--- config.mk ---
export PLATFORM = sky130hd
export DESIGN_NAME = imm_extend_pipe
export DESIGN_NICKNAME = d
export VERILOG_FILES = /design/src/rtl/types_pkg.sv /design/src/rtl/imm_extend_core.sv /design/src/rtl/imm_extend_pipe.sv
export SDC_FILE = /design/constraint.sdc
export NUM_CORES = 1
export LEC_CHECK = 0
export ABC_CLOCK_PERIOD_IN_PS = 2800
export CAP_MARGIN = 20
export CORE_ASPECT_RATIO = 0.9
export CORE_MARGIN = 4
export CORE_UTILIZATION = 30
export DETAILED_ROUTE_END_ITERATION = 10
export SLEW_MARGIN = 0
export SYNTH_ARGS = -nofsm -noshare
export SYNTH_HDL_FRONTEND = slang
export SYNTH_SLANG_ARGS = --single-unit
export TNS_END_PERCENT = 10
--- constraint.sdc ---
create_clock -name clk -period 2.8 [get_ports clk]
set_input_delay 0.56 -clock clk [delete_from_list [all_inputs] [get_ports clk]]
set_output_delay 0.56 -clock clk [all_outputs]
set_load 0.1 [all_outputs]
--- src/rtl/types_pkg.sv ---
// Shared decode-stage types: immediate format selector and skid-buffer states.
package types_pkg;

    typedef enum logic [2:0] {
        Imm      = 3'd0,
        UpperImm = 3'd1,
        Store    = 3'd2,
        Branch   = 3'd3,
        Jump     = 3'd4,
        CsrImm   = 3'd5,
        Shamt    = 3'd6
    } instr_format;

    localparam int unsigned XLEN_DEFAULT = 32;
    localparam int unsigned SIGN_BIT     = 31;

    typedef enum logic [1:0] {
        BUF_EMPTY = 2'd0,
        BUF_ONE   = 2'd1,
        BUF_FULL  = 2'd2
    } buf_state;

endpackage

--- src/rtl/imm_extend_core.sv ---
// Combinational immediate extractor/extender for one 32-bit instruction word.
module imm_extend_core
    import types_pkg::*;
#(
    parameter int unsigned XLEN = XLEN_DEFAULT
) (
    input  logic [31:0]     instr,
    input  instr_format     ImmSrc,
    output logic [XLEN-1:0] ImmExt
);

    logic s;
    assign s = instr[SIGN_BIT];

    always_comb begin
        ImmExt = {{(XLEN-12){s}}, instr[31:20]};
        case (ImmSrc)
            Imm:      ImmExt = {{(XLEN-12){s}}, instr[31:20]};
            // Sign copies above bit 31 fall out of the shift for XLEN=64.
            UpperImm: ImmExt = {{(XLEN-20){s}}, instr[31:12]} << 12;
            Store:    ImmExt = {{(XLEN-12){s}}, instr[31:25], instr[11:7]};
            Branch:   ImmExt = {{(XLEN-12){s}}, instr[7], instr[30:25], instr[11:8], 1'b0};
            Jump:     ImmExt = {{(XLEN-20){s}}, instr[19:12], instr[20], instr[30:21], 1'b0};
            CsrImm:   ImmExt = {{(XLEN-5){1'b0}}, instr[19:15]};
            Shamt: begin
                if (XLEN == 64) ImmExt = {{(XLEN-6){1'b0}}, instr[25:20]};
                else            ImmExt = {{(XLEN-5){1'b0}}, instr[24:20]};
            end
            default:  ImmExt = {{(XLEN-12){s}}, instr[31:20]};
        endcase
    end

endmodule

--- src/rtl/imm_extend_pipe.sv ---
// Registered immediate generator with valid/ready handshake, 2-entry skid buffer and flush.
module imm_extend_pipe
    import types_pkg::*;
#(
    parameter int unsigned XLEN  = XLEN_DEFAULT,
    parameter int unsigned TAG_W = 5
) (
    input  logic             clk,
    input  logic             rst,
    input  logic             flush,
    input  logic             in_valid,
    output logic             in_ready,
    input  logic [31:0]      instr,
    input  instr_format      ImmSrc,
    input  logic [TAG_W-1:0] in_tag,
    output logic             out_valid,
    input  logic             out_ready,
    output logic [XLEN-1:0]  ImmOp,
    output logic [TAG_W-1:0] out_tag
);

    buf_state         bufState;
    buf_state         nextState;
    logic [XLEN-1:0]  immExt;
    logic [XLEN-1:0]  skidImm;
    logic [TAG_W-1:0] skidTag;
    logic             accept;
    logic             loadMainIn;
    logic             loadMainSkid;
    logic             loadSkid;

    imm_extend_core #(.XLEN(XLEN)) extendCore (
        .instr  (instr),
        .ImmSrc (ImmSrc),
        .ImmExt (immExt)
    );

    // Handshake outputs decode only the state register, so ready never sees out_ready.
    assign out_valid = (bufState != BUF_EMPTY);
    assign in_ready  = (bufState != BUF_FULL);
    assign accept    = in_valid && in_ready;

    always_ff @(posedge clk) begin
        if (rst) bufState <= BUF_EMPTY;
        else     bufState <= nextState;
    end

    always_comb begin
        nextState    = bufState;
        loadMainIn   = 1'b0;
        loadMainSkid = 1'b0;
        loadSkid     = 1'b0;
        if (flush) begin
            nextState = BUF_EMPTY;
        end else begin
            case (bufState)
                BUF_EMPTY: begin
                    if (accept) begin
                        loadMainIn = 1'b1;
                        nextState  = BUF_ONE;
                    end
                end
                BUF_ONE: begin
                    if (accept && out_ready) begin
                        loadMainIn = 1'b1;
                    end else if (accept) begin
                        loadSkid  = 1'b1;
                        nextState = BUF_FULL;
                    end else if (out_ready) begin
                        nextState = BUF_EMPTY;
                    end
                end
                BUF_FULL: begin
                    if (out_ready) begin
                        loadMainSkid = 1'b1;
                        nextState    = BUF_ONE;
                    end
                end
                default: nextState = BUF_EMPTY;
            endcase
        end
    end

    always_ff @(posedge clk) begin
        if (rst) begin
            ImmOp   <= '0;
            out_tag <= '0;
            skidImm <= '0;
            skidTag <= '0;
        end else begin
            if (loadMainIn) begin
                ImmOp   <= immExt;
                out_tag <= in_tag;
            end else if (loadMainSkid) begin
                ImmOp   <= skidImm;
                out_tag <= skidTag;
            end
            if (loadSkid) begin
                skidImm <= immExt;
                skidTag <= in_tag;
            end
        end
    end

endmodule
==> run summary <==
The congestion estimate from routability-driven global placement came to 0.790. The post-route clock skew is 0.00477 ns. The clock transition at the registers of the reported paths is 0.06 ns. The worst register-to-register path ends at ImmOp[6]$_SDFFE_PP0P_. The post-CTS setup-driven buffer insertion count is 0. The number of unique standard cell types used by synthesis is 43. Of the post-synthesis cell area, the dominant cell type holds 0.447.

The overall via count from detail_route came out at 3186. The max-slew violation count is 0. The initial antenna violation count is 1. The CTS H-tree depth is 3. The detail-routed via count per cell came out at 5.19. The initial utilization of the core area, before any placement, comes to 0.311. The worst-path cell with the longest stage delay is sky130_fd_sc_hd__clkdlybuf4s50_1. The total setup violations reported at the end of the flow is 0. The CTS root buffer is sky130_fd_sc_hd__clkbuf_16.

In the final timing run, aggregate negative setup slack is 0 ns. STA puts the critical path data arrival time at 2.46 ns. The number of warning messages in the yosys log came out at 0.

In this run, placement finished with an instance count of 598. With fillers left out, the area of the finished cells amounts to 4560 um2. The clock insertion delay at the later pin of the skew report came out at 0.33 ns. The share of the Yosys chip area taken by registers is 0.447. The average wire per standard cell is 16.0 um. Summing all placed instances gives a cell area of 4230 um2. The fraction of synthesis flops using an asynchronous set or reset pin came out at 0. TritonCTS built the clock tree.

The critical path required time came out at 3.02 ns. The post-synthesis register bit count came out at 76. The path length in cells of the critical path came out at 5. On the critical path the largest part of the delay comes from simple AND/OR/NAND/NOR gates.

The power density over the cells is 632 nW/um2. Counting along the longest clock path gives a buffer depth of 2. Entering global routing, the biggest net connects 36 pins. Across all register-to-register paths, the minimum setup slack is 0.95 ns.

The tightest hold margin came out at 0.455 ns. The number of CTS-inserted buffers is 9. By startpoint and endpoint, the worst setup path is classified as input pin to flip-flop. The number of synthesized flops with an enable pin is 0. The number of placement rows came out at 36. The cell type with the highest aggregate area in the netlist is sky130_fd_sc_hd__dfxtp_1. The largest single stage delay on the critical path is 0.56 ns. The final layout contains 502 nets. The count of buffers from port buffering is 76.

The overall overflow remaining after global route came out at 0. In the synthesized netlist the dominant register cell turns out to be sky130_fd_sc_hd__dfxtp_1. The signal on the critical path passes through clkdlybuf4s50_1 > or3b_1 > nor2_1 > nor3_1 > a221o_1. Setup repair after global routing left no endpoint under its margin.

The area added between synthesis and finish is 33.7%. The wire length reported by the detailed router is 9850 um. The number of gates resized after cts came out at 0. The via count of the first global-routing pass is 3106.

In the finished design, the share of the clock period the worst path needs comes to 0.800. The final antenna diode count came out at 0. The worst setup path is launched from an input pin.

The die covers 13100 um2. Counting both buffers and inverters, the worst setup path holds a total of 1. Leaving out fill and tap cells, the most frequent cell in the layout is sky130_fd_sc_hd__dfxtp_1. The shortest period the worst path allows came out at 2.24 ns. After synthesis, the mean cell area works out to 8.83 um2. The number of design rule violations left after detail routing is 0.

The number of clock sinks is 76. Measured against its own limit, the worst slew margin works out to 0.432. The nature of the critical path endpoint is a flip-flop.

The horizontal extent of the die is 120 um. Leaving out fill and tap cells, the most frequent cells in the layout are sky130_fd_sc_hd__dfxtp_1, sky130_fd_sc_hd__buf_4, sky130_fd_sc_hd__a21oi_1. The max-capacitance violation count is 0. The type of the most critical hold path is flip-flop to flip-flop.

The region available for standard cell placement spans 10900 um2. Measured in cells, the most critical reg-to-reg path has a length of 4. The final hold violation count is 0. The fmax came out at 446 MHz.

The cell count after synthesis is 386. Tracing the worst setup path back leads to its startpoint at in_valid. The final instance count without filler cells came out at 614.

Of the cells placed in the final design, the portion with a size suffix greater than 1 is 0.193. The top fanout value on the critical path is 6. The antenna violation net count after detailed routing is 0.

The first-pass GRT wire length came out at 16100 um. The run finished with clean final reports. The length of the first detailed-routing pass in iterations came out at 5. After the first detailed-routing iteration, the DRC count stood at 130. The total standard cell area after synthesis came out at 3410 um2. Yosys attributes the largest share of cell area to sky130_fd_sc_hd__dfxtp_1, sky130_fd_sc_hd__a21oi_1, sky130_fd_sc_hd__mux2i_1. Detailed placement ended at an HPWL of 6980 um.

The post-synthesis net count is 431. The startpoint identified for the worst register-to-register timing path is bufState[1]$_SDFFE_PP0P_. Following the worst setup path forward leads to its endpoint at ImmOp[6]$_SDFFE_PP0P_. The maximum vdd ir drop is 0.276 mV.

At the pin with the least slew margin, the transition time is 0.846 ns. The total global-route track usage came out at 0.154. Summed over all cells, the static leakage comes to 1.60 nW. The number of placed I/O pins is 84. For this design, the CTS-stage hold fixing added 0 buffers. The height of the die came out at 109 um.
## cell families (layout without fill, tap and decap cells)
logic type,Yosys count,in the layout,synth area share
compound gates,131,131,0.257
xor+xnor,1,1,0.00257
buf+inv,40,116,0.0521
flops,76,76,0.447
mux,21,21,0.0617
simple gates,117,117,0.180
## registers in the layout, indices dropped and copies added, names as in the netlist
name	flops
ImmOp	32
skidTag	5
bufState	2
out_tag	5
skidImm	32
## power breakdown
part           internal (mW)  switching [mW]  leakage, nW
Sequential              1.11          0.0194        0.616
Clock                  0.784           0.462        0.148
Combinational          0.152           0.349        0.836
Total                   2.05           0.830         1.60
## cells in the mapped netlist (2+ instances only)
cell	number
sky130_fd_sc_hd__or3_1	2
sky130_fd_sc_hd__o22ai_2	10
sky130_fd_sc_hd__nor4b_1	6
sky130_fd_sc_hd__nor3b_1	8
sky130_fd_sc_hd__o22ai_1	4
sky130_fd_sc_hd__a21oi_1	45
sky130_fd_sc_hd__dfxtp_1	76
sky130_fd_sc_hd__buf_2	13
sky130_fd_sc_hd__a2111oi_1	2
sky130_fd_sc_hd__nand3_1	11
sky130_fd_sc_hd__nand3b_1	7
sky130_fd_sc_hd__inv_1	7
sky130_fd_sc_hd__nor2b_1	6
sky130_fd_sc_hd__nand2_1	39
sky130_fd_sc_hd__nor3_1	8
sky130_fd_sc_hd__a221o_1	6
sky130_fd_sc_hd__clkbuf_1	17
sky130_fd_sc_hd__o211ai_1	3
sky130_fd_sc_hd__o21ai_0	27
sky130_fd_sc_hd__mux2i_1	21
sky130_fd_sc_hd__nand2b_1	3
sky130_fd_sc_hd__a22oi_1	13
sky130_fd_sc_hd__nor2_1	20
sky130_fd_sc_hd__a211oi_1	13
## layout make-up
class | count | area, um2
Sequential cell | 76 | 1520
Inverter | 7 | 26.3
Multi-Input combinational cell | 270 | 1710
Fill cell | 1095 | 6390
Clock buffer | 9 | 225
Tap cell | 152 | 190
Clock inverter | 7 | 100
Timing Repair Buffer | 93 | 786
## worst min path at each step
stage,startpoint,endpoint,slack [ns],depth (start not counted)
CTS,skidImm[12]$_SDFFE_PP0P_,skidImm[12]$_SDFFE_PP0P_,0.46,2
finish,skidImm[18]$_SDFFE_PP0P_,skidImm[18]$_SDFFE_PP0P_,0.46,2
global route,skidImm[13]$_SDFFE_PP0P_,skidImm[13]$_SDFFE_PP0P_,0.48,2
floorplan,skidImm[10]$_SDFFE_PP0P_,skidImm[10]$_SDFFE_PP0P_,0.43,2
global placement,skidImm[10]$_SDFFE_PP0P_,skidImm[10]$_SDFFE_PP0P_,0.44,2
detailed placement,skidImm[12]$_SDFFE_PP0P_,skidImm[12]$_SDFFE_PP0P_,0.45,2
## worst register-to-register path, delay by kind of cell, from the launching register on
kind | cells | cell delay (ns)
flops | 1 | 0.37
simple gates | 3 | 1.01
compound gates | 1 | 0.35
## layer usage
layer / vias to the layer above / global-route usage / routed length [um]
met3: 16 / 0.0430 / 677
li1: 1560 / - / -
met1: 1505 / 0.204 / 4470
met5: - / 0 / 8
met4: 2 / 0.0485 / 169
met2: 103 / 0.247 / 4520
## metrics by stage
step	setup WS, ns	util	power [mW]
floorplan	0.988	-	1.50
global placement	0.253	0.387	1.66
detailed placement	0.236	0.387	1.66
CTS	0.586	0.416	2.91
global route	0.432	0.416	2.99
finish	0.559	0.416	2.88
No activity file was read; power rests on OpenSTA's default activity.
